===== config.mk =====
export PLATFORM = sky130hd
export DESIGN_NAME = hbconsole_arbiter_flat
export DESIGN_NICKNAME = d
export VERILOG_FILES = /design/src/rtl/hbconsole_arbiter_if.sv /design/src/rtl/hbconsole_arbiter.sv /design/src/flat_wrapper.sv
export SDC_FILE = /design/constraint.sdc
export NUM_CORES = 1
export LEC_CHECK = 0
export CORE_ASPECT_RATIO = 2
export CORE_MARGIN = 8
export CORE_UTILIZATION = 40
export DETAILED_ROUTE_END_ITERATION = 6
export DONT_BUFFER_PORTS = 1
export GPL_TIMING_DRIVEN = 0
export PLACE_DENSITY = 0.58
export SLEW_MARGIN = 30
export SYNTH_ARGS = -nofsm -noshare
export SYNTH_HDL_FRONTEND = slang
export SYNTH_SLANG_ARGS = --single-unit

===== constraint.sdc =====
create_clock -name i_clk -period 3.3 [get_ports i_clk]
set_input_delay 0.99 -clock i_clk [delete_from_list [all_inputs] [get_ports i_clk]]
set_output_delay 0.99 -clock i_clk [all_outputs]
set_load 0.01 [all_outputs]

===== src/rtl/hbconsole_arbiter_if.sv =====
// Bundle of the hexbus, console, UART transmit and UART receive signals
// shared between the arbiter (slave) and its environment (master).
interface hbconsole_arbiter_if;
    logic       i_hb_stb;
    logic [6:0] i_hb_data;
    logic       i_hb_eol;
    logic       o_hb_busy;
    logic       i_con_stb;
    logic [6:0] i_con_data;
    logic       o_con_busy;
    logic       o_tx_stb;
    logic [7:0] o_tx_data;
    logic       i_tx_busy;
    logic       i_rx_stb;
    logic [7:0] i_rx_data;
    logic       o_hb_rx_stb;
    logic       o_con_rx_stb;
    logic [6:0] o_rx_data;
    logic [1:0] o_owner;

    modport slave (
        input  i_hb_stb, i_hb_data, i_hb_eol,
        output o_hb_busy,
        input  i_con_stb, i_con_data,
        output o_con_busy,
        output o_tx_stb, o_tx_data,
        input  i_tx_busy,
        input  i_rx_stb, i_rx_data,
        output o_hb_rx_stb, o_con_rx_stb, o_rx_data,
        output o_owner
    );

    modport master (
        output i_hb_stb, i_hb_data, i_hb_eol,
        input  o_hb_busy,
        output i_con_stb, i_con_data,
        input  o_con_busy,
        input  o_tx_stb, o_tx_data,
        output i_tx_busy,
        output i_rx_stb, i_rx_data,
        input  o_hb_rx_stb, o_con_rx_stb, o_rx_data,
        input  o_owner
    );
endinterface


===== src/rtl/hbconsole_arbiter.sv =====
// Shares one UART byte stream between hexbus (bit 7 set) and console (bit 7 clear),
// switching owners only at packet/line boundaries, and splits the receive stream.
module hbconsole_arbiter #(
    parameter int LGTIMEOUT = 10,
    parameter int LGMAXLINE = 7
) (
    input  logic                i_clk,
    input  logic                i_reset,
    hbconsole_arbiter_if.slave  bus
);

    typedef enum logic [1:0] {
        S_IDLE = 2'd0,
        S_HB   = 2'd1,
        S_CON  = 2'd2
    } owner_t;

    typedef enum logic {
        SRC_HB  = 1'b0,
        SRC_CON = 1'b1
    } src_t;

    localparam logic [LGTIMEOUT-1:0] IDLE_MAX = '1;
    localparam logic [LGMAXLINE:0]   LINE_MAX = {1'b1, {LGMAXLINE{1'b0}}};
    localparam logic [6:0]           NEWLINE  = 7'h0a;

    owner_t                 owner_q, owner_d;
    src_t                   last_q, last_d;
    logic [LGTIMEOUT-1:0]   idle_cnt_q, idle_cnt_d;
    logic [LGMAXLINE:0]     line_cnt_q, line_cnt_d;
    logic                   tx_stb_q, tx_stb_d;
    logic [7:0]             tx_data_q, tx_data_d;
    logic                   hb_rx_q, hb_rx_d;
    logic                   con_rx_q, con_rx_d;
    logic [6:0]             rx_data_q, rx_data_d;

    logic                   tx_ready;
    logic                   hb_wins_idle, con_wins_idle;
    logic                   grant_hb, grant_con;
    logic                   hb_acc, con_acc;
    logic                   con_nl;
    logic [LGTIMEOUT-1:0]   idle_inc;
    logic                   timeout;
    logic                   line_full, line_hit;

    // On a tie in IDLE the source that did not send last goes next.
    always_comb begin
        tx_ready      = !tx_stb_q || !bus.i_tx_busy;
        hb_wins_idle  = bus.i_hb_stb  && (!bus.i_con_stb || last_q == SRC_CON);
        con_wins_idle = bus.i_con_stb && (!bus.i_hb_stb  || last_q == SRC_HB);
        grant_hb      = (owner_q == S_HB)  || (owner_q == S_IDLE && hb_wins_idle);
        grant_con     = (owner_q == S_CON) || (owner_q == S_IDLE && con_wins_idle);
        hb_acc        = bus.i_hb_stb  && grant_hb  && tx_ready;
        con_acc       = bus.i_con_stb && grant_con && tx_ready;
        con_nl        = (bus.i_con_data == NEWLINE);
        idle_inc      = idle_cnt_q + LGTIMEOUT'(1);
        timeout       = (idle_inc == IDLE_MAX);
        line_full     = (line_cnt_q == LINE_MAX);
        line_hit      = bus.i_hb_stb && line_full;
    end

    assign bus.o_hb_busy  = !(grant_hb  && tx_ready);
    assign bus.o_con_busy = !(grant_con && tx_ready);

    // Counters only run while the console owns the link and are zero on entry.
    always_comb begin
        owner_d    = owner_q;
        last_d     = last_q;
        idle_cnt_d = '0;
        line_cnt_d = '0;
        case (owner_q)
            S_IDLE: begin
                if (hb_acc && !bus.i_hb_eol)
                    owner_d = S_HB;
                else if (con_acc && !con_nl)
                    owner_d = S_CON;
            end
            S_HB: begin
                if (hb_acc && bus.i_hb_eol)
                    owner_d = S_IDLE;
            end
            S_CON: begin
                idle_cnt_d = con_acc ? '0 : idle_inc;
                line_cnt_d = (con_acc && !line_full) ? line_cnt_q + (LGMAXLINE+1)'(1)
                                                      : line_cnt_q;
                // An accept in the timeout cycle keeps the grant alive.
                if ((con_acc && con_nl) || (!con_acc && timeout) || line_hit)
                    owner_d = S_IDLE;
            end
            default: owner_d = S_IDLE;
        endcase
        if (hb_acc)
            last_d = SRC_HB;
        else if (con_acc)
            last_d = SRC_CON;
    end

    always_comb begin
        tx_stb_d  = tx_stb_q;
        tx_data_d = tx_data_q;
        if (hb_acc) begin
            tx_stb_d  = 1'b1;
            tx_data_d = {1'b1, bus.i_hb_data};
        end else if (con_acc) begin
            tx_stb_d  = 1'b1;
            tx_data_d = {1'b0, bus.i_con_data};
        end else if (!bus.i_tx_busy) begin
            tx_stb_d  = 1'b0;
        end
    end

    always_comb begin
        hb_rx_d   = bus.i_rx_stb &&  bus.i_rx_data[7];
        con_rx_d  = bus.i_rx_stb && !bus.i_rx_data[7];
        rx_data_d = bus.i_rx_stb ? bus.i_rx_data[6:0] : rx_data_q;
    end

    always_ff @(posedge i_clk) begin
        if (i_reset) begin
            owner_q    <= S_IDLE;
            last_q     <= SRC_CON;
            idle_cnt_q <= '0;
            line_cnt_q <= '0;
            tx_stb_q   <= 1'b0;
            tx_data_q  <= '0;
            hb_rx_q    <= 1'b0;
            con_rx_q   <= 1'b0;
            rx_data_q  <= '0;
        end else begin
            owner_q    <= owner_d;
            last_q     <= last_d;
            idle_cnt_q <= idle_cnt_d;
            line_cnt_q <= line_cnt_d;
            tx_stb_q   <= tx_stb_d;
            tx_data_q  <= tx_data_d;
            hb_rx_q    <= hb_rx_d;
            con_rx_q   <= con_rx_d;
            rx_data_q  <= rx_data_d;
        end
    end

    assign bus.o_tx_stb     = tx_stb_q;
    assign bus.o_tx_data    = tx_data_q;
    assign bus.o_hb_rx_stb  = hb_rx_q;
    assign bus.o_con_rx_stb = con_rx_q;
    assign bus.o_rx_data    = rx_data_q;
    assign bus.o_owner      = owner_q;

endmodule


===== src/flat_wrapper.sv =====
// flat-port wrapper written by rule: the top's interface ports become plain ports
module hbconsole_arbiter_flat 
#(
    parameter int LGTIMEOUT = 10,
    parameter int LGMAXLINE = 7
)
  (i_clk, i_reset, bus_i_hb_stb, bus_i_hb_data, bus_i_hb_eol, bus_o_hb_busy, bus_i_con_stb, bus_i_con_data, bus_o_con_busy, bus_o_tx_stb, bus_o_tx_data, bus_i_tx_busy, bus_i_rx_stb, bus_i_rx_data, bus_o_hb_rx_stb, bus_o_con_rx_stb, bus_o_rx_data, bus_o_owner);
  hbconsole_arbiter_if bus_i ();
  input  logic i_clk;
  input  logic i_reset;
  input wire logic [$bits(bus_i.i_hb_stb)-1:0] bus_i_hb_stb;
  input wire logic [$bits(bus_i.i_hb_data)-1:0] bus_i_hb_data;
  input wire logic [$bits(bus_i.i_hb_eol)-1:0] bus_i_hb_eol;
  output wire logic [$bits(bus_i.o_hb_busy)-1:0] bus_o_hb_busy;
  input wire logic [$bits(bus_i.i_con_stb)-1:0] bus_i_con_stb;
  input wire logic [$bits(bus_i.i_con_data)-1:0] bus_i_con_data;
  output wire logic [$bits(bus_i.o_con_busy)-1:0] bus_o_con_busy;
  output wire logic [$bits(bus_i.o_tx_stb)-1:0] bus_o_tx_stb;
  output wire logic [$bits(bus_i.o_tx_data)-1:0] bus_o_tx_data;
  input wire logic [$bits(bus_i.i_tx_busy)-1:0] bus_i_tx_busy;
  input wire logic [$bits(bus_i.i_rx_stb)-1:0] bus_i_rx_stb;
  input wire logic [$bits(bus_i.i_rx_data)-1:0] bus_i_rx_data;
  output wire logic [$bits(bus_i.o_hb_rx_stb)-1:0] bus_o_hb_rx_stb;
  output wire logic [$bits(bus_i.o_con_rx_stb)-1:0] bus_o_con_rx_stb;
  output wire logic [$bits(bus_i.o_rx_data)-1:0] bus_o_rx_data;
  output wire logic [$bits(bus_i.o_owner)-1:0] bus_o_owner;
  assign bus_i.i_hb_stb = bus_i_hb_stb;
  assign bus_i.i_hb_data = bus_i_hb_data;
  assign bus_i.i_hb_eol = bus_i_hb_eol;
  assign bus_o_hb_busy = bus_i.o_hb_busy;
  assign bus_i.i_con_stb = bus_i_con_stb;
  assign bus_i.i_con_data = bus_i_con_data;
  assign bus_o_con_busy = bus_i.o_con_busy;
  assign bus_o_tx_stb = bus_i.o_tx_stb;
  assign bus_o_tx_data = bus_i.o_tx_data;
  assign bus_i.i_tx_busy = bus_i_tx_busy;
  assign bus_i.i_rx_stb = bus_i_rx_stb;
  assign bus_i.i_rx_data = bus_i_rx_data;
  assign bus_o_hb_rx_stb = bus_i.o_hb_rx_stb;
  assign bus_o_con_rx_stb = bus_i.o_con_rx_stb;
  assign bus_o_rx_data = bus_i.o_rx_data;
  assign bus_o_owner = bus_i.o_owner;
  hbconsole_arbiter #(.LGTIMEOUT(LGTIMEOUT), .LGMAXLINE(LGMAXLINE)) u_core (.i_clk(i_clk), .i_reset(i_reset), .bus(bus_i));
endmodule

==> impl_summary.md <==
Global route
Across every metal layer, demand over resource in global routing totals a little under an eighth. The first-pass GRT wire length is 6.53 mm. The number of global-route vias before repair is approximately 1400.

Entering global routing, the biggest net connects 13 pins. The number of antenna violations at the first check in global routing is 0. Summed over all layers, the global routing overflow is 0.

Pwr
The share of total power dissipated in combinational logic is between 10 and 15%. The analysis attributes to cell leakage a power of slightly above 0.7 nW. Cell internal power was estimated by the tool at 0.689 mW.

The clock network burns roughly 33% of the power. Across the VDD grid, the largest voltage drop is 0.295 mV. The sequential share of power is between 50% and 60%. The design draws 0.957 mW. Power spread over the standard cell area amounts to between 500 and 600 nW/um^2. The switching component of the power is ~0.27 mW. The fraction of power spent switching nets is between 20% and 30%.

Place
Input and output buffers added on the ports amount to 0. The routability congestion estimate from global placement is approximately 0.73. After detailed placement, the total cell area comes to approximately 1800 sq um.

The HPWL after detailed placement is between 3 and 4 mm. The number of placed instances with taps included is between 200 and 300.

Detailed routing
The post-detailed-routing wire length is between 4 and 5 mm. Dividing the detail-routed wire length by the instance count gives approximately 15 um. In this run the remaining antenna-violating nets after routing total 0. The pre-antenna-repair detailed-routing pass consisted of 3 iterations. In this run, the number of DRC markers left after iteration 0 of detailed routing was 53. The vias after detailed routing is 1401. The number of vias per cell after detailed routing is ~5.3. The remaining routing DRC violations is 0.

Finish
The post-route netlist has ~7.7% of its cells at a drive strength greater than 1. From synthesis to final layout, the design area changed by 8.69%. The final design area excluding fillers is 1910 sq um. The number of fill cells in the layout is 451. The net count of the finished layout is 240. The post-layout instance count excluding filler cells is roughly 260. The number of antenna diodes in the final layout is 0.

Floorplan
For this configuration, the core starts out at a cell density of roughly 41%. The die covers 6900 sq um. The floorplan step defined a core boundary enclosing ~4300 sq um. The number of rows in the core area is 34.

The floorplan step set the die height to approximately 110 um. The number of I/O pins is roughly 50. The overall die width is about 63 um.

Worst hold path
The worst hold path belongs to the class reg -> reg.

Critical path
The critical path runs through a total of 2 cells. Data on the critical path is required at its endpoint by 2.31 ns. The capturing element type of the critical path is an output pin. The largest driver fanout on the critical path is 3. The worst path arrival time is ~1.6 ns. The master of the slowest instance on the critical path is sky130_fd_sc_hd__or3_1. The signal on the critical path passes through and2_1, or3_1. The worst register-to-register path ends at u_core.bus.o_owner[1]$_SDFFE_PP0P_. In this run the critical register-to-register path is launched from u_core.idle_cnt_q[0]$_SDFF_PP0_. The worst setup path is of the in -> out kind. The critical path buffer and inverter count is 0. The highest cell delay on the worst timing path is between 0.4 and 0.5 ns.

Across all register-to-register paths, the minimum setup slack is between 1.5 and 2 ns. STA classifies the critical path startpoint as an input port. Tracing the worst setup path back leads to its startpoint at bus_i_tx_busy. The worst reg2reg path depth is 7.

The end point of the critical path is bus_o_con_busy. The cell family contributing the most delay on the critical path is simple AND/OR/NAND/NOR gates.

Clocking
TritonCTS built the clock tree. After clock tree synthesis, the clock-pin slew on the worst setup and hold paths is about 0.08 ns. The buffers inserted during post-CTS setup optimization is 0. The number of CTS-inserted buffers is 5. The clock net sink count is 39. The clock passes through at most 2 buffers. Gates resized during post-CTS repair numbered 0. The clock reaches the later pin of the worst-skew pair after between 0.2 and 0.3 ns. The root buffer cell chosen for the clock tree is sky130_fd_sc_hd__clkbuf_8. The H-tree level count is 2. After clock tree synthesis, the flow added hold-fix buffers numbering 0.

STA
Subtracting the final worst setup slack from the clock period gives 2.56 ns. For the pin with the worst max-slew slack, the measured transition is roughly 0.54 ns. The post-route fraction of the period consumed by the critical path is around 77%.

Setup repair after global routing left no endpoint under its margin. The highest clock rate is ~0.39 GHz. The final-report max-slew violation count was 0. Setup violations remaining at the end of the flow were counted as 0.

The worst max-slew margin expressed relative to the limit is about 64%. The number of hold violations in the final report is 0. The setup skew after layout is 0.0118 ns. The post-route setup TNS is 0 ns.

Yosys
Synthesis produced 200 cells. The share of the yosys chip area belonging to registers is between 40% and 50%. By count the netlist is led by sky130_fd_sc_hd__dfxtp_1 (39), sky130_fd_sc_hd__nor2_1 (30), sky130_fd_sc_hd__a21oi_1 (15), sky130_fd_sc_hd__nand2_1 (15), sky130_fd_sc_hd__xor2_1 (11). The flip-flop and latch count after synthesis is 39.

The net count of the mapped netlist is between 200 and 250. Of all cell types, the one taking the most synthesized area is sky130_fd_sc_hd__dfxtp_1. The number of enable flip-flop cells after synthesis is 0. The most common cell in the synthesized netlist is sky130_fd_sc_hd__dfxtp_1. By area the synthesized netlist is led by sky130_fd_sc_hd__dfxtp_1 (44%), sky130_fd_sc_hd__nor2_1 (6.4%), sky130_fd_sc_hd__xor2_1 (5.5%). After synthesis, the largest area contributor takes up ~44% of total cell area. The top flip-flop cell by instance count after synthesis is sky130_fd_sc_hd__dfxtp_1. The number of warnings printed during yosys synthesis is 0.

The number of library cell types mapped by synthesis is 39. After synthesis the cells add up to between 1500 and 2000 sq um. Of all flip-flops after synthesis, the portion carrying an async set or reset was 0%. A synthesized cell averages between 8 and 9 sq um.

Run status
The run finished with clean final reports.

Job
The max-capacitance violation count is 0.
[logic make-up after synthesis]
kind of cell             share of synthesized area, %
XOR/XNOR                                         7.48
multiplexers                                     4.63
AO/OA/AOI/OAI                                    12.6
AND/OR/NAND/NOR                                  23.3
adder cells (fa/ha/maj)                          2.85
flip-flops                                       44.4
buffers and inverters                            4.70
[power by group through the flow]
stage / Sequential, mW / Clock (mW) / Combinational [mW]
floorplan: 0.534 / 0 / 0.0897
global placement: 0.543 / 0 / 0.109
detailed placement: 0.543 / 0 / 0.110
CTS: 0.532 / 0.329 / 0.111
global route: 0.535 / 0.347 / 0.123
finish: 0.531 / 0.317 / 0.108
[how the worst min path moves through the flow]
stage | cells after the start | end | from
final | 1 | u_core.idle_cnt_q[0]$_SDFF_PP0_ | u_core.idle_cnt_q[0]$_SDFF_PP0_
after global routing | 2 | u_core.line_cnt_q[1]$_SDFFE_PP0P_ | u_core.line_cnt_q[1]$_SDFFE_PP0P_
after CTS | 2 | u_core.line_cnt_q[1]$_SDFFE_PP0P_ | u_core.line_cnt_q[1]$_SDFFE_PP0P_
after detailed placement | 1 | u_core.idle_cnt_q[0]$_SDFF_PP0_ | u_core.idle_cnt_q[0]$_SDFF_PP0_
after global placement | 1 | u_core.idle_cnt_q[0]$_SDFF_PP0_ | u_core.idle_cnt_q[0]$_SDFF_PP0_
after floorplan | 1 | u_core.idle_cnt_q[0]$_SDFF_PP0_ | u_core.idle_cnt_q[0]$_SDFF_PP0_
[through the flow]
stage / hold slack, ns / util, % / worst slack, ns
final: 0.496 / 44.4 / 0.745
after CTS: 0.500 / 44.4 / 0.734
after global routing: 0.517 / 44.4 / 0.723
after detailed placement: 0.482 / 42.5 / 0.735
after floorplan: 0.452 / - / 0.773
after global placement: 0.473 / 42.5 / 0.736
[cell type report]
cell class / count / area, sq um / share of cell area (%)
Inverter: 8 / 30.0 / 1.57
Multi-Input combinational cell: 144 / 893 / 46.8
Clock inverter: 2 / 12.5 / 0.655
Clock buffer: 6 / 72.6 / 3.80
Sequential cell: 39 / 781 / 40.9
Buffer: 9 / 52.6 / 2.75
Tap cell: 54 / 67.6 / 3.54
[per-layer routing]
| metal | vias to the layer above | part of all wire (%) | routed length [um] | track usage (%) |
|---|---|---|---|---|
| met1 | 660 | 35 | 1400 | 9.63 |
| met5 | - | 0 | 0 | 0 |
| met3 | 7 | 5.8 | 235 | 4.29 |
| met4 | 0 | 1.9 | 77 | 5.91 |
| li1 | 708 | - | - | - |
| met2 | 26 | 58 | 2330 | 23.4 |
[sequential cells by signal, summed over array words and instances (netlist names)]
name and count:
u_core.bus.o_owner 2, u_core.bus.o_rx_data 7, u_core.bus.o_hb_rx_stb 1, u_core.last_q 1, u_core.bus.o_tx_stb 1, u_core.idle_cnt_q 10, u_core.bus.o_con_rx_stb 1, u_core.bus.o_tx_data 8
u_core.line_cnt_q 8
[layout by cell type (no fill, tap or decap), drive strengths merged, types with 2 or more instances in the layout]
master,instances
a2111oi,2
a21oi,15
a22oi,6
a31oi,2
and3,5
and4b,2
buf,6
clkbuf,9
dfxtp,39
ha,4
inv,8
mux2i,7
nand2,15
nand2b,2
nand3,10
nand4,4
nor2,30
nor3,5
nor3b,2
o21ai,2
o21bai,2
or3,3
xnor2,4
xor2,11
(Power assumes the default switching activity.)
